[src/rtl/key_step_debouncer_if.sv]
// Handshake bundle between the raw step key and the debounced step outputs.
// The master drives the key and the slave produces step, pressed and step_count.
interface key_step_debouncer_if;
    logic        key_n;
    logic        step;
    logic        pressed;
    logic [15:0] step_count;

    modport master (output key_n, input step, pressed, step_count);
    modport slave  (input key_n, output step, pressed, step_count);
endinterface

[src/rtl/key_step_debouncer.sv]
// Single-step key conditioner: 2-FF synchronizer, counter-based debounce FSM,
// one-cycle step pulse per accepted press plus optional hold-to-auto-repeat.
module key_step_debouncer #(
    parameter int DEBOUNCE_CYCLES = 1000000,
    parameter int REPEAT_EN       = 1,
    parameter int REPEAT_DELAY    = 25000000,
    parameter int REPEAT_PERIOD   = 5000000
) (
    input logic                  clock,
    input logic                  reset,
    key_step_debouncer_if.slave  bus
);

    localparam int MAX_DR  = (DEBOUNCE_CYCLES > REPEAT_DELAY) ? DEBOUNCE_CYCLES : REPEAT_DELAY;
    localparam int MAX_ALL = (MAX_DR > REPEAT_PERIOD) ? MAX_DR : REPEAT_PERIOD;
    localparam int CNT_W   = $clog2(MAX_ALL);

    localparam logic [CNT_W-1:0] DEB_LAST    = CNT_W'(DEBOUNCE_CYCLES - 1);
    localparam logic [CNT_W-1:0] DELAY_LAST  = CNT_W'(REPEAT_DELAY - 1);
    localparam logic [CNT_W-1:0] PERIOD_LAST = CNT_W'(REPEAT_PERIOD - 1);

    typedef enum logic [1:0] {
        IDLE,
        PRESS_WAIT,
        HELD,
        RELEASE_WAIT
    } state_t;

    state_t           state;
    logic             s1;
    logic             s2;
    logic [CNT_W-1:0] cnt;
    logic [CNT_W-1:0] rpt;
    logic             repeated;
    logic             step_q;
    logic             pressed_q;
    logic [15:0]      count_q;

    logic sync_n;
    assign sync_n = s2;

    // NOTE: every register here uses <= so s2 captures the old s1, and the FSM
    // sees sync_n from before this edge; blocking assigns would collapse the chain.
    always_ff @(posedge clock) begin
        if (reset) begin
            s1        <= 1'b1;
            s2        <= 1'b1;
            state     <= IDLE;
            cnt       <= '0;
            rpt       <= '0;
            repeated  <= 1'b0;
            step_q    <= 1'b0;
            pressed_q <= 1'b0;
            count_q   <= '0;
        end else begin
            s1     <= bus.key_n;
            s2     <= s1;
            step_q <= 1'b0;

            unique case (state)
                IDLE: begin
                    if (!sync_n) begin
                        state <= PRESS_WAIT;
                        cnt   <= '0;
                    end
                end

                PRESS_WAIT: begin
                    if (sync_n) begin
                        state <= IDLE;
                    end else if (cnt == DEB_LAST) begin
                        state     <= HELD;
                        step_q    <= 1'b1;
                        pressed_q <= 1'b1;
                        count_q   <= count_q + 16'd1;
                        rpt       <= '0;
                        repeated  <= 1'b0;
                    end else begin
                        cnt <= cnt + 1'b1;
                    end
                end

                HELD: begin
                    if (sync_n) begin
                        state <= RELEASE_WAIT;
                        cnt   <= '0;
                    end else if (REPEAT_EN != 0) begin
                        // First repeat waits the long delay, later ones the short period.
                        if (rpt == (repeated ? PERIOD_LAST : DELAY_LAST)) begin
                            step_q   <= 1'b1;
                            count_q  <= count_q + 16'd1;
                            rpt      <= '0;
                            repeated <= 1'b1;
                        end else begin
                            rpt <= rpt + 1'b1;
                        end
                    end
                end

                RELEASE_WAIT: begin
                    if (!sync_n) begin
                        state <= HELD;
                    end else if (cnt == DEB_LAST) begin
                        state     <= IDLE;
                        pressed_q <= 1'b0;
                    end else begin
                        cnt <= cnt + 1'b1;
                    end
                end

                default: state <= IDLE;
            endcase
        end
    end

    assign bus.step       = step_q;
    assign bus.pressed    = pressed_q;
    assign bus.step_count = count_q;

endmodule

[src/flat_wrapper.sv]
// flat-port wrapper written by rule: the top's interface ports become plain ports
module key_step_debouncer_flat 
#(
    parameter int DEBOUNCE_CYCLES = 1000000,
    parameter int REPEAT_EN       = 1,
    parameter int REPEAT_DELAY    = 25000000,
    parameter int REPEAT_PERIOD   = 5000000
)
  (clock, reset, bus_key_n, bus_step, bus_pressed, bus_step_count);
  key_step_debouncer_if bus_i ();
  input logic clock;
  input logic reset;
  input wire logic [$bits(bus_i.key_n)-1:0] bus_key_n;
  output wire logic [$bits(bus_i.step)-1:0] bus_step;
  output wire logic [$bits(bus_i.pressed)-1:0] bus_pressed;
  output wire logic [$bits(bus_i.step_count)-1:0] bus_step_count;
  assign bus_i.key_n = bus_key_n;
  assign bus_step = bus_i.step;
  assign bus_pressed = bus_i.pressed;
  assign bus_step_count = bus_i.step_count;
  key_step_debouncer #(.DEBOUNCE_CYCLES(DEBOUNCE_CYCLES), .REPEAT_EN(REPEAT_EN), .REPEAT_DELAY(REPEAT_DELAY), .REPEAT_PERIOD(REPEAT_PERIOD)) u_core (.clock(clock), .reset(reset), .bus(bus_i));
endmodule
[config.mk]
export PLATFORM = sky130hd
export DESIGN_NAME = key_step_debouncer_flat
export DESIGN_NICKNAME = d
export VERILOG_FILES = /design/src/rtl/key_step_debouncer_if.sv /design/src/rtl/key_step_debouncer.sv /design/src/flat_wrapper.sv
export SDC_FILE = /design/constraint.sdc
export NUM_CORES = 1
export LEC_CHECK = 0
export ABC_AREA = 1
export CORE_UTILIZATION = 63
export CTS_BUF_LIST = sky130_fd_sc_hd__clkbuf_2
export DETAILED_ROUTE_END_ITERATION = 16
export GPL_ROUTABILITY_DRIVEN = 0
export PLACE_DENSITY = 0.79
export SKIP_LAST_GASP = 1
export SYNTH_ARGS = -nofsm -noshare
export SYNTH_HDL_FRONTEND = slang
export SYNTH_SLANG_ARGS = --single-unit
[constraint.sdc]
create_clock -name clock -period 2.3 [get_ports clock]
set_input_delay 0.23 -clock clock [delete_from_list [all_inputs] [get_ports clock]]
set_output_delay 0.23 -clock clock [all_outputs]
set_load 0.02 [all_outputs]
==> impl_results.md <==
* GRT Residual Overflow at 0
* Initial antenna violation count at 0
* Most frequent cells in the layout: nand2_1, nor2_1, inv_1
* Synthesized net count at 814
* Worst slew pin tran at 0.620 ns
* Max_slew headroom at 58.4%
* First-pass GRT wire length at 20.4 mm
* Final Critical Period at 2.18 ns
* Latest clock arrival within the worst-skew pair at 0.54 ns
* Routed length per instance at 13.5 um
* Final period util at 94.8%
* Clk pin slew, worst setup/hold paths at 0.26 ns
* Yosys cell types at 36
* P_leak at 2.11 nW
* CTS tree: yes
* Initial Utilization at 65.4%
* Multi-input gate area in the final layout at 2760 um2
* Cells after Synth at 804
* Synth Warn # at 0
* Placed Cells at 920
* Via count of the routed design at 5156
* Synth Area in XOR/XNOR at 2.21%
* Final HPWL DP at 9.35 mm
* Post-Route Skew at 0.0468 ns
* Die area at 7920 um2
* Tot Pwr at 3.47 mW
* GRT Total Usage at 33.4%
* Post-layout net count at 842
* Crit path DAT at 2.67 ns
* Post-synthesis sequential area ratio at 30.7%
* Max IR drop VDD at 0.661 mV
* Final Hold Viols at 0
* IO Port Bufs at 20
* Setup violators final at 0
* Post-synthesis simple-gate area fraction at 47.2%
* IO Pins at 21
* PwrDens at 661 nW/um2
* Clk buf depth at 2
* Register Area at 1460 um2
* Largest net degree at the start of global routing at 27
* CP endpoint kind: flop
* Outcome: finished clean
* H-tree depth at 3
* Fmax at 0.459 GHz
* Ant diodes at 0
* Unrepaired setup endpoints after global routing: false
* Hold Path Class: in -> reg
* Clock Sinks at 73
* Setup Buffers After CTS at 0
* Post-Syn Area per Cell at 5.93 um2
* Number of max-cap violations at 0
* Setup tns final at 0 ns
* DRC viols at 0
* Cts bufs inserted at 9
* Type of origin of the critical path: flop
* Pre-antenna DRT Iters at 5
* Iter 0 DRT Violations at 384
* DRT Wirelength at 12.6 mm
* Crit Path Category: reg -> reg
* Via-to-Cell Ratio at 5.51
* Fill cell count at 677
* CTS Root Cell: clkbuf_2
* Vias in the first global route at 4473
* Antenna-violating nets left at 0
* Adder-Cell Fraction of Synth Area at 1.84%
* Finished Layout Cells at 936
* Mapped cell area at 4770 um2
* Mux share of post-synthesis cell area at 0%
* Rows at 31
* Core Area at 7290 um2
* Largest family of logic cells by synthesized area: simple AND/OR/NAND/NOR gates
* Die width at 89.0 um
* Fraction of the mapped netlist area in compound gates at 6.43%
* Share of cells above drive strength 1 at 7.05%
* Max-slew violation count at 0
* Seq cells post-synth at 73
* Cts hold-fix bufs at 0
* Commonest non-fill, non-tap cell in the layout: nand2_1
* Layout area overhead at 10.2%
* Crit path required time at 2.78 ns
* Die Span Y at 89.0 um
* Crit Path Max Fanout at 8
## Yosys cell counts, drive strengths merged
library cell  instances  area [um2]
clkbuf                5        18.8
nor3                 25         125
xor2                 10        87.6
buf                  14         104
ha                    7        87.6
or2                   5        31.3
nand4                31         194
nor4                  3        18.8
nand2               239         917
inv                 113         424
nor3b                 3        22.5
nand3                72         365
a31oi                 1        6.26
nor2                145         569
o2111ai               1        8.76
clkinv                2        7.51
dfxtp                73        1460
a21boi                1        18.8
xnor2                 2        17.5
o21ai                22         114
o211ai                1        7.51
nand3b                1        7.51
a21oi                28         151
## cells by family (layout without fill, tap and decap cells)
| logic type | count (synthesis) | after routing |
|---|---|---|
| flip-flops | 73 | 73 |
| AND/OR/NAND/NOR | 524 | 524 |
| AO/OA/AOI/OAI | 54 | 54 |
| buffers and inverters | 134 | 167 |
| XOR/XNOR | 12 | 12 |
| adder cells (fa/ha/maj) | 7 | 7 |
## what timing repair did
| action | CTS | global route |
|---|---|---|
| endpoints found under the hold margin | 0 | 0 |
| gates resized for setup | 0 | 7 |
| setup endpoints to repair | 0 | 23 |
## per-layer routing
| layer | routed length, um | track usage (%) | up-vias |
|---|---|---|---|
| met4 | 168 | 8.95 | 0 |
| met1 | 5450 | 45.1 | 2290 |
| met2 | 5660 | 52.7 | 256 |
| met3 | 1340 | 9.05 | 19 |
| li1 | - | - | 2591 |
| met5 | 0 | 0 | - |
## area by class of cell
cell class,instances,share of cell area [%]
flip-flops and latches,73,27.8
repair buffers,36,6.64
inverters,115,8.26
clock inverters,7,1.50
multi-input cells,597,52.5
well taps,99,2.36
clock buffers,9,0.857
## critical path: stages, from the launching register on
cell and delay, ns:
dfxtp_1 0.54, nand2_1 0.15, o21ai_0 0.29, nand3_1 0.11, nor2_1 0.16, nand2_1 0.07, nand2_1 0.18, nand2_2 0.13
nand2_2 0.19, inv_2 0.15, nand2_1 0.11, nor2_1 0.05
## state kept, by name (all words and copies together), names as in the netlist, named ones only
signal	cells
u_core.state	1
u_core.bus.pressed	1
u_core.bus.step	1
u_core.repeated	1
u_core.s1	1
u_core.rpt	25
u_core.bus.step_count	16
u_core.s2	1
u_core.cnt	25
## worst paths after layout
check,depth (start not counted),end,startpoint,slack (ns)
hold / removal,2,u_core.s1$_SDFF_PP1_,bus_key_n,0.24
hold reg to reg,1,u_core.s2$_SDFF_PP1_,u_core.s1$_SDFF_PP1_,0.47
setup / recovery,11,u_core.rpt[5]$_SDFFE_PP0P_,u_core.rpt[20]$_SDFFE_PP0P_,0.12
setup reg to reg,11,u_core.rpt[5]$_SDFFE_PP0P_,u_core.rpt[20]$_SDFFE_PP0P_,0.12
## power by group
group | internal, mW | total, mW | switching, mW
logic | 0.420 | 1.29 | 0.868
registers | 1.33 | 1.42 | 0.0863
clock network | 0.257 | 0.768 | 0.511
## per-stage QoR
stage | cell area [um2] | hold slack [ns] | setup WS (ns) | util [%]
finish | 5250 | 0.244 | 0.119 | 72.0
global route | 5250 | 0.214 | 0.0171 | 72.0
CTS | 5240 | 0.202 | 0.110 | 71.8
detailed placement | 5110 | 0.404 | 0.140 | 70.1
global placement | 5110 | 0.397 | 0.169 | 70.1
floorplan | 4770 | 0.334 | 0.423 | -
Power figures use the tool's default switching activity.
